<file path="src/rtl/sdf_pkg.sv">
// sdf_pkg: shared constants and helpers for the SDF stage controller.
// Frame length N, feedback delay M and twiddle address shift.
package sdf_pkg;

  localparam int DEF_LOG_N = 6;
  localparam int DEF_LOG_M = 5;

  function automatic int n_of(input int log_n);
    return 1 << log_n;
  endfunction

  function automatic int m_of(input int log_m);
    return 1 << log_m;
  endfunction

  function automatic int tw_shift(input int log_n,
                                  input int log_m);
    return log_n - 1 - log_m;
  endfunction

endpackage

</file>
<file path="src/rtl/sdf_mod_counter.sv">
// sdf_mod_counter: enable-gated wrapping counter.
// Synchronous active-high reset; wraps 2**W-1 -> 0.
module sdf_mod_counter
  import sdf_pkg::*;
#(
  parameter int W = DEF_LOG_N
) (
  input  logic         clock,
  input  logic         reset,
  input  logic         i_en,
  output logic [W-1:0] o_q
);

  logic [W-1:0] r_cnt;

  // Count one per enabled cycle, natural wrap.
  always_ff @(posedge clock) begin
    if (reset) r_cnt <= '0;
    else if (i_en) r_cnt <= r_cnt + W'(1);
  end

  assign o_q = r_cnt;

endmodule

</file>
<file path="src/rtl/sdf_stage_ctrl.sv">
// sdf_stage_ctrl: control for one radix-2 single-path delay-feedback stage.
// Define SDF_STAGE_CTRL_TW_EN to generate registered twiddle addresses.
module sdf_stage_ctrl
  import sdf_pkg::*;
#(
  parameter int LOG_N = DEF_LOG_N,
  parameter int LOG_M = DEF_LOG_M
) (
  input  logic             clock,
  input  logic             reset,
  input  logic             di_en,
  output logic             bf_en,
  output logic             buf_we,
  output logic [LOG_M-1:0] buf_addr,
  output logic             do_en,
  output logic             do_first,
  output logic             do_last,
  output logic [LOG_N-2:0] tw_addr
);

  localparam int N = n_of(LOG_N);

  logic [LOG_N-1:0] w_icnt;
  logic [LOG_N-1:0] w_ocnt;
  logic             w_bf;
  logic             w_take;
  logic             w_unused;
  logic             r_primed;
  logic             r_do_en;

  sdf_mod_counter #(.W(LOG_N)) u_icnt (
    .clock (clock),
    .reset (reset),
    .i_en  (di_en),
    .o_q   (w_icnt)
  );

  sdf_mod_counter #(.W(LOG_N)) u_ocnt (
    .clock (clock),
    .reset (reset),
    .i_en  (r_do_en),
    .o_q   (w_ocnt)
  );

  assign w_bf     = w_icnt[LOG_M];
  assign w_take   = di_en & (r_primed | w_bf);
  assign w_unused = ^w_icnt;

  assign bf_en    = w_bf;
  assign buf_we   = di_en;
  assign buf_addr = w_icnt[LOG_M-1:0];

  // Priming flag and one-cycle-delayed output valid.
  always_ff @(posedge clock) begin
    if (reset) begin
      r_primed <= 1'b0;
      r_do_en  <= 1'b0;
    end else begin
      if (di_en & w_bf) r_primed <= 1'b1;
      r_do_en <= w_take;
    end
  end

  assign do_en    = r_do_en;
  assign do_first = r_do_en & (w_ocnt == '0);
  assign do_last  = r_do_en & (w_ocnt == LOG_N'(N - 1));

`ifdef SDF_STAGE_CTRL_TW_EN
  localparam int SH = tw_shift(LOG_N, LOG_M);

  logic [LOG_N-2:0] w_tw;
  logic [LOG_N-2:0] r_tw;

  assign w_tw = (LOG_N-1)'(w_icnt[LOG_M-1:0]) << SH;

  // Twiddle index only for y1 outputs (fill-phase samples after priming).
  always_ff @(posedge clock) begin
    if (reset) r_tw <= '0;
    else r_tw <= (w_take & ~w_bf) ? w_tw : '0;
  end

  assign tw_addr = r_tw;
`else
  assign tw_addr = '0;
`endif

endmodule

</file>
<file path="config.mk">
export PLATFORM = sky130hd
export DESIGN_NAME = sdf_stage_ctrl
export DESIGN_NICKNAME = d
export VERILOG_FILES = /design/src/rtl/sdf_pkg.sv /design/src/rtl/sdf_mod_counter.sv /design/src/rtl/sdf_stage_ctrl.sv
export SDC_FILE = /design/constraint.sdc
export NUM_CORES = 1
export LEC_CHECK = 0
export BUFFER_PORTS_ARGS = -buffer_cell sky130_fd_sc_hd__buf_2
export CORE_UTILIZATION = 50
export DETAILED_ROUTE_END_ITERATION = 7
export PLACE_DENSITY = 0.85
export SYNTH_ARGS = -nofsm -noshare
export SYNTH_HDL_FRONTEND = slang
export SYNTH_SLANG_ARGS = --single-unit
</file>
<file path="constraint.sdc">
create_clock -name clock -period 3.05 [get_ports clock]
set_input_delay 0.305 -clock clock [delete_from_list [all_inputs] [get_ports clock]]
set_output_delay 0.305 -clock clock [all_outputs]
set_load 0.1 [all_outputs]
</file>
Word level (Yosys, flattened, before mapping)
Index checks and enable logic that the tools add are counted.
{"block": "op_classes", "addsub": 2, "mul": 0, "div_mod_pow": 0, "n_lt_le_gt_ge": 0, "eq_ne": 1, "shifts": 0, "muxes": 0, "bitwise_logic": 5, "n_reduce_logical": 1}
{"op": "$add 6x1->6 const B", "count": 2}
{"op": "$eq 6x6->1 const B", "count": 1}
{"op": "$logic_not 6->1", "count": 1}
{"op": "$and 1x1->1", "count": 4}
{"op": "$or 1x1->1", "count": 1}
{"block": "word_totals", "regBits": 14, "latchBits": 0, "mem_bits_rw": 0, "mem_bits_ro": 0, "out_inout_bits": 15, "n_memories": 0}

Depth between registers and ports, before layout
Gate-level depths: netlist of the first run.
{"block": "depth", "word_depth": 2, "ltp_mapped": 4}

By module
Synthesis of the first run repeated with hierarchy kept, for this count alone.
{"block": "unflattened", "hier_cells": 66, "area_unflattened_um2": 624.3}
{"module": "sdf_mod_counter", "instances": 2, "cells_per_inst": 24, "area_each_um2": 239.0, "seq_area_each_um2": 120.1}
{"module": "sdf_stage_ctrl", "instances": 1, "cells_per_inst": 18, "area_each_um2": 146.4, "seq_area_each_um2": 40.0}

Least setup slack after synthesis of the first run
Ideal clock, no wire load.
{"block": "synth_path", "kind": "register -> output", "startpoint": "register r_do_en (netlist: do_en)", "endpoint": "output do_last", "arrival_ns": 2.604, "setup_slack_ns": 0.141, "path_stages_with_launch": 4, "n_path_buf": 1, "cell_sequence": "dfxtp_1 > buf_4 > nand4_1 > nor2_1"}
{"block": "synth_via", "elab_chain_cells": 1}
{"element": "start, declared", "line_no": "sdf_stage_ctrl.sv:29", "source": "logic r_do_en;"}
{"element": "start signal, assigned", "line_no": "sdf_stage_ctrl.sv:60", "source": "r_do_en <= w_take;"}
{"element": "$and 1x1->1", "line_no": "sdf_stage_ctrl.sv:66", "source": "assign do_last = r_do_en & (w_ocnt == LOG_N'(N - 1));"}
{"element": "end, declared", "line_no": "sdf_stage_ctrl.sv:17", "source": "output logic do_last,"}
No other way between the ends.

Final worst setup path of the first run
{"block": "layout_path", "startpoint": "register u_ocnt.r_cnt[0] (netlist: u_ocnt.o_q[0])", "endpoint": "output do_first"}
{"block": "layout_via", "elab_chain_cells": 2}
{"element": "start, declared", "line_no": "sdf_mod_counter.sv:14", "source": "logic [W-1:0] r_cnt;"}
{"element": "start signal, assigned", "line_no": "sdf_mod_counter.sv:19", "source": "else if (i_en) r_cnt <= r_cnt + W'(1);"}
{"element": "$logic_not 6->1", "line_no": "sdf_stage_ctrl.sv:65", "source": "assign do_first = r_do_en & (w_ocnt == '0);"}
{"element": "$and 1x1->1", "line_no": "sdf_stage_ctrl.sv:65"}
{"element": "end, declared", "line_no": "sdf_stage_ctrl.sv:16", "source": "output logic do_first,"}
No other way between the ends.

==> run_results.csv, run 1 <==
group,metric,value,unit
outcome,status,"finished, final reports clean",
synth,ys_seq_area_frac,0.4275,
power,vdd_drop_max,0.0002796,V
layout,syn_to_final_growth,9.924,%
critical_path,path_max_fanout,5,
synth,synth.top_cell.area_share,0.4275,
routing,routed_via_density,5.082,
worst_hold_path,hp-class,"in -> reg",
cts,cts-root-buf,"clkbuf_4",
floorplanning,rows,12,
synth,synth_area,655.6,µm²
global_routing,grt_pass1_vias,391,
routing,wirelength,1094,µm
critical_path,worst_ep_required_time,2.74,ns
timing,final_max_slew_viol_count,0,
timing,holdWs,0.3559,ns
critical_path,cp_slowest_cell,"or4b_1",
critical_path,path_cells,"inv_1 -> ha_1 -> or4b_1 -> nor3b_2 -> buf_2",
cts,cts_tree,"built",
global_routing,grt_pass1_wl,1773,µm
floorplanning,die_height,38.21,µm
floorplanning,start_util,0.5671,
critical_path,crit_arrival,1.92,ns
cts,cts_hold_buf,0,
global_routing,antenna_found_initial,0,
timing,final_hold_viol_count,0,
synth,ys_warn_count,0,
critical_path,cp_slowest_stage_delay,0.45,ns
critical_path,critical_path_class,"reg -> out",
timing,setup_viol,0,
routing,vias,493,
cts,cts-buffers-inserted,3,
cts,clkSlewWorstSetupHoldPaths,0.09,ns
floorplanning,fp.dieArea,0.001460,mm²
global_routing,grt-ovfl-total,0,
routing,first_iter_violations,13,
floorplanning,io_pins,18,
timing,fin_skew,0.008435,ns
global_routing,grtUsageTotal,0.1970,
cts,cts_sinks,14,
routing,dr.pass1.iters,4,
timing,setup_tns,0,ns
routing,ant_nets,0,
layout,num_antenna_cells,0,
cts,clock_latency,0.28,ns
floorplanning,die_w,38.21,µm
layout,final_nets,90,
power,power.leakage,0.0003314,µW
power,power_density,538.5,mW/mm²
job,cap_violations,0,
synth,synth_area_leaders,"dfxtp_1 (43%), buf_4 (9.2%), xor2_1 (8.0%)",
synth,yosysTopAreaCell,"dfxtp_1",
critical_path,startpoint_type,"flip-flop",
routing,wl_per_cell,11.28,µm
place,port_buffers,12,
cts,cts.path.max_buffers,2,
timing,fmax,450.3,MHz
synth,synthDistinctLibCells,19,
place,gp_congestion,0.6966,
critical_path,end_kind,"output pin",
timing,min_period,2.221,ns
layout,drive_gt1_frac,0.2169,
cts,post_cts_buffers,0,
cts,h-tree-depth,1,
synth,synthCells,72,
timing,rsz0062_at_grt,"false",
place,dpl.hpwl,800.2,µm
layout,fillCellCount,97,
global_routing,grt_max_degree,15,
routing,drc_errors,0,
cts,cts_resized,0,
timing,fin_crit_sh,0.7281,
synth,avgSynthCellArea,9.106,µm²
synth,synth_seq_cells,14,
floorplanning,design.core.area,0.001156,mm²
[flip-flops by register name (all words and copies together), names as in the netlist]
register and count:
do_en 1, r_primed 1, u_icnt.o_q 6, u_ocnt.o_q 6
[layer usage]
layer,vias up,routed length (µm),track usage
met5,-,0,0
met1,228,485,0.2353
li1,247,-,-
met2,16,530,0.2797
met4,0,17,0.1339
met3,2,60,0.08721
[power breakdown]
| group | internal (µW) | total, µW | leakage [µW] | switching, µW |
|---|---|---|---|---|
| logic | 7.18 | 67.7 | 0.000197 | 60.5 |
| registers | 185 | 189 | 0.000113 | 3.47 |
| clock network | 72.6 | 131 | 0.0000210 | 58.9 |
[cells in the mapped netlist]
master	count
ha_1	3
mux2i_1	2
xor2_1	6
nand4_2	1
nor3b_2	1
buf_4	8
or3_1	2
xnor2_1	2
clkbuf_1	1
a21oi_1	3
o21ai_0	2
conb_1	1
nor2_1	13
or4b_1	1
nand4_1	4
dfxtp_1	14
inv_1	2
nor3b_1	1
nand2_1	5
[path summary, 6_finish.rpt]
kind / slack [ns] / cells past startpoint / startpoint / to
hold reg to reg: 0.48 / 2 / r_primed$_SDFFE_PP0P_ / r_primed$_SDFFE_PP0P_
setup / recovery: 0.83 / 5 / u_ocnt.o_q[0]$_SDFFE_PP0P_ / do_first
hold / removal: 0.36 / 2 / reset / u_icnt.o_q[3]$_SDFFE_PP0P_
setup reg to reg: 1.74 / 3 / do_en$_SDFF_PP0_ / u_ocnt.o_q[5]$_SDFFE_PP0P_
[cell families (layout without fill, tap and decap cells)]
| logic type | after synthesis | after routing | synth area share |
|---|---|---|---|
| other | 1 | 5 | 0.005720 |
| buffers and inverters | 11 | 18 | 0.1088 |
| adders and majority gates | 3 | 3 | 0.05726 |
| xor gates and xnor gates | 8 | 8 | 0.1069 |
| and+or+nand+nor | 28 | 28 | 0.2252 |
| AOI/OAI and AO/OA | 5 | 5 | 0.03816 |
| muxes | 2 | 2 | 0.03054 |
| DFF | 14 | 14 | 0.4275 |
[cell type report]
cell class / count / area, µm² / share of cell area
inverter: 2 / 7.507 / 0.01042
multi-input combinational: 51 / 319.1 / 0.4427
tap: 14 / 17.52 / 0.02431
timing repair buffer: 12 / 60.06 / 0.08333
sequential: 14 / 280.3 / 0.3889
clock buffer: 4 / 36.28 / 0.05035
[critical path: cells and delay by family (launching register included)]
family	cells	cell delay (ns)
and+or+nand+nor	2	0.63
buffers and inverters	2	0.51
DFF	1	0.37
adders and majority gates	1	0.13
[metrics by stage]
stage | total power [µW] | util | cell area (µm²) | instances | setup slack, ns
finish | 388.1 | 0.6234 | 720.7 | 97 | 0.8294
CTS | 391.8 | 0.6234 | 720.7 | 97 | 0.8006
global route | 406.4 | 0.6234 | 720.7 | 97 | 0.7121
detailed placement | 261.0 | 0.5920 | 684.4 | 93 | 1.125
global placement | 260.4 | 0.5920 | 684.4 | 93 | 1.185
floorplan | 260.9 | - | 670.6 | 76 | 0.1412
[cell usage in the layout (no fill, tap or decap), types with 2 or more instances in the layout]
cell type | netlist | routed
dfxtp_1 | 14 | 14
nor2_1 | 13 | 13
buf_2 | 0 | 12
xor2_1 | 6 | 6
nand2_1 | 5 | 5
conb_1 | 1 | 5
nand4_1 | 4 | 4
a21oi_1 | 3 | 3
ha_1 | 3 | 3
clkbuf_4 | 0 | 3
inv_1 | 2 | 2
mux2i_1 | 2 | 2
xnor2_1 | 2 | 2
o21ai_0 | 2 | 2
or3_1 | 2 | 2
Note: power is estimated with default switching activity, not from simulation.
==> inputs of run 2 (changes only) <==
- CORE_UTILIZATION: 50 -> 48
- PLACE_DENSITY: 0.85 -> 0.82
- clock period: 3.05 -> 2.2 ns (I/O delays scaled with it)
==> run 2 against run 1 <==
  * Clock skew fell by 0.0064 ns
  * Critical path depth is the same
  * Hold slack worse by 0.081 ns
  * Sequential power up 39%
  * Final cell count unchanged
  * Die area rose by 3.9%
  * Non-clock buffer count is the same
  * First-iteration DRC count is 77% lower
  * Sequential share of layout area shrank 0.75 points
  * Critical endpoint unchanged
  * Largest cell class unchanged
  * Highest routed layer unchanged
==> run_results.csv, run 2 (synthesis results as in run 1) <==
group,metric,value,unit
layout,fillCellCount,118,
timing,fin_skew,0.002075,ns
job,cap_violations,0,
routing,vias,481,
power,power_switching,169.3,µW
power,power_density,727.5,mW/mm²
timing,rsz0062_at_grt,"false",
global_routing,grt_max_degree,15,
cts,cts-root-buf,"clkbuf_4",
power,vdd_drop_max,0.0004058,V
place,port_buffers,12,
critical_path,critical_path_buf_inv_count,2,
cts,cts-buffers-inserted,3,
critical_path,reg2reg_depth,3,
floorplanning,design.core.area,0.001186,mm²
layout,num_antenna_cells,0,
cts,h-tree-depth,1,
global_routing,grt_pass1_vias,405,
routing,wl_per_cell,10.32,µm
power,swShare,0.3153,
critical_path,timing.rr.end,"u_ocnt.o_q[5]$_SDFFE_PP0P_",
global_routing,grt-ovfl-total,0,
power,p_clk_frac,0.337,
layout,final_common_cell,"dfxtp_1",
critical_path,worst_ep_required_time,1.98,ns
routing,drc_errors,0,
critical_path,crit_arrival,1.87,ns
layout,register_area,281.5,µm²
outcome,status,"finished, final reports clean",
global_routing,grtUsageTotal,0.1715,
layout,fin_area,738.2,µm²
routing,routed_via_density,4.959,
global_routing,gr-usage-met2,0.2500,
layout,multi_input_area,332.8,µm²
cts,cts_sinks,14,
critical_path,cp_slowest_stage_delay,0.49,ns
timing,setup_tns,0,ns
critical_path,startpoint_type,"flip-flop",
layout,final_cells,97,
worst_hold_path,whs_path_depth,2,
floorplanning,start_util,0.5527,
timing,min_period,2.087,ns
place,placed_cells_incl_taps,93,
cts,cts_resized,0,
worst_hold_path,hp-class,"in -> reg",
critical_path,cp_slowest_cell,"or4b_1",
power,intPower,367.7,µW
critical_path,timing.rr.start,"u_ocnt.o_q[2]$_SDFFE_PP0P_",
routing,ant_nets,0,
critical_path,path_cells,"inv_1 -> ha_1 -> or4b_1 -> nor3b_4 -> clkbuf_4",
floorplanning,die_height,38.96,µm
floorplanning,die_w,38.96,µm
layout,layout_common_cells,"dfxtp_1 (13), nor2_1 (12), buf_2 (11)",
place,gp_congestion,0.7029,
power,combPwrFrac,0.175,
power,power.leakage,0.0003285,µW
global_routing,grt_util_met3,0.06936,
worst_hold_path,hold_start,"reset",
layout,syn_to_final_growth,12.60,%
global_routing,use_met1,0.1965,
critical_path,path_max_fanout,5,
floorplanning,io_pins,18,
cts,clkSlewWorstSetupHoldPaths,0.08,ns
floorplanning,fp.dieArea,0.001517,mm²
power,power_frac_seq,0.488,
critical_path,critical_path_class,"reg -> out",
layout,final_nets,90,
place,place_area,699.4,µm²
cts,cts.path.max_buffers,2,
timing,setup_viol,0,
cts,cts_tree,"built",
cts,post_cts_buffers,0,
global_routing,grt-busiest-layer,"met2",
timing,final_max_slew_viol_count,0,
routing,dr.pass1.iters,3,
cts,cts_hold_buf,0,
global_routing,antenna_found_initial,0,
global_routing,grt_pass1_wl,1656,µm
timing,fmax,479.2,MHz
cts,clock_latency,0.27,ns
routing,first_iter_violations,3,
routing,wirelength,1001,µm
timing,fin_crit_sh,0.9486,
critical_path,rrSetupSlack,0.98,ns
worst_hold_path,holdPathEnd,"r_primed$_SDFFE_PP0P_",
timing,final_hold_viol_count,0,
timing,holdWs,0.2748,ns
floorplanning,rows,12,
critical_path,cp_top_family,"simple AND/OR/NAND/NOR gates",
layout,drive_gt1_frac,0.2410,
critical_path,end_kind,"output pin",
place,dpl.hpwl,718.5,µm
## run 2: power groups by stage
stage / logic (µW) / registers (µW) / clock network [µW]
floorplan: 65.6 / 296 / 0
global placement: 93.6 / 268 / 0
detailed placement: 94.2 / 268 / 0
CTS: 94.2 / 262 / 188
global route: 97.2 / 262 / 202
finish: 94.0 / 262 / 181
## run 2: worst max-delay path by stage
stage	start	endpoint	slack (ns)	cells past startpoint
floorplan	u_ocnt.o_q[0]$_SDFFE_PP0P_	do_first	0.12	4
global placement	u_ocnt.o_q[0]$_SDFFE_PP0P_	do_first	0.36	5
detailed placement	u_ocnt.o_q[0]$_SDFFE_PP0P_	do_first	0.32	5
CTS	u_ocnt.o_q[0]$_SDFFE_PP0P_	do_first	0.009	5
global route	u_ocnt.o_q[0]$_SDFFE_PP0P_	do_first	0.01	5
finish	u_ocnt.o_q[0]$_SDFFE_PP0P_	do_first	0.11	5
## run 2: per-stage QoR
stage / power, µW / utilization / worst slack, ns
5_1_grt: 561.3 / 0.6224 / 0.01250
4_1_cts: 544.7 / 0.6203 / 0.008531
3_3_place_gp: 361.4 / 0.5897 / 0.3563
6_report: 537.0 / 0.6224 / 0.1131
3_5_place_dp: 362.2 / 0.5897 / 0.3204
2_1_floorplan: 361.7 / - / 0.1176
## run 2: final cells by class
cell class | count | share of cell area
repair buffers | 12 | 0.08475
multi-input cells | 51 | 0.4508
flip-flops and latches | 14 | 0.3814
well taps | 14 | 0.02373
clock buffers | 4 | 0.04915
inverters | 2 | 0.01017
## run 2: routing by layer
| layer | up-vias | part of all wire |
|---|---|---|
| li1 | 248 | - |
| met1 | 220 | 0.49 |
| met2 | 9 | 0.45 |
| met3 | 4 | 0.037 |
| met4 | 0 | 0.027 |
| met5 | - | 0 |
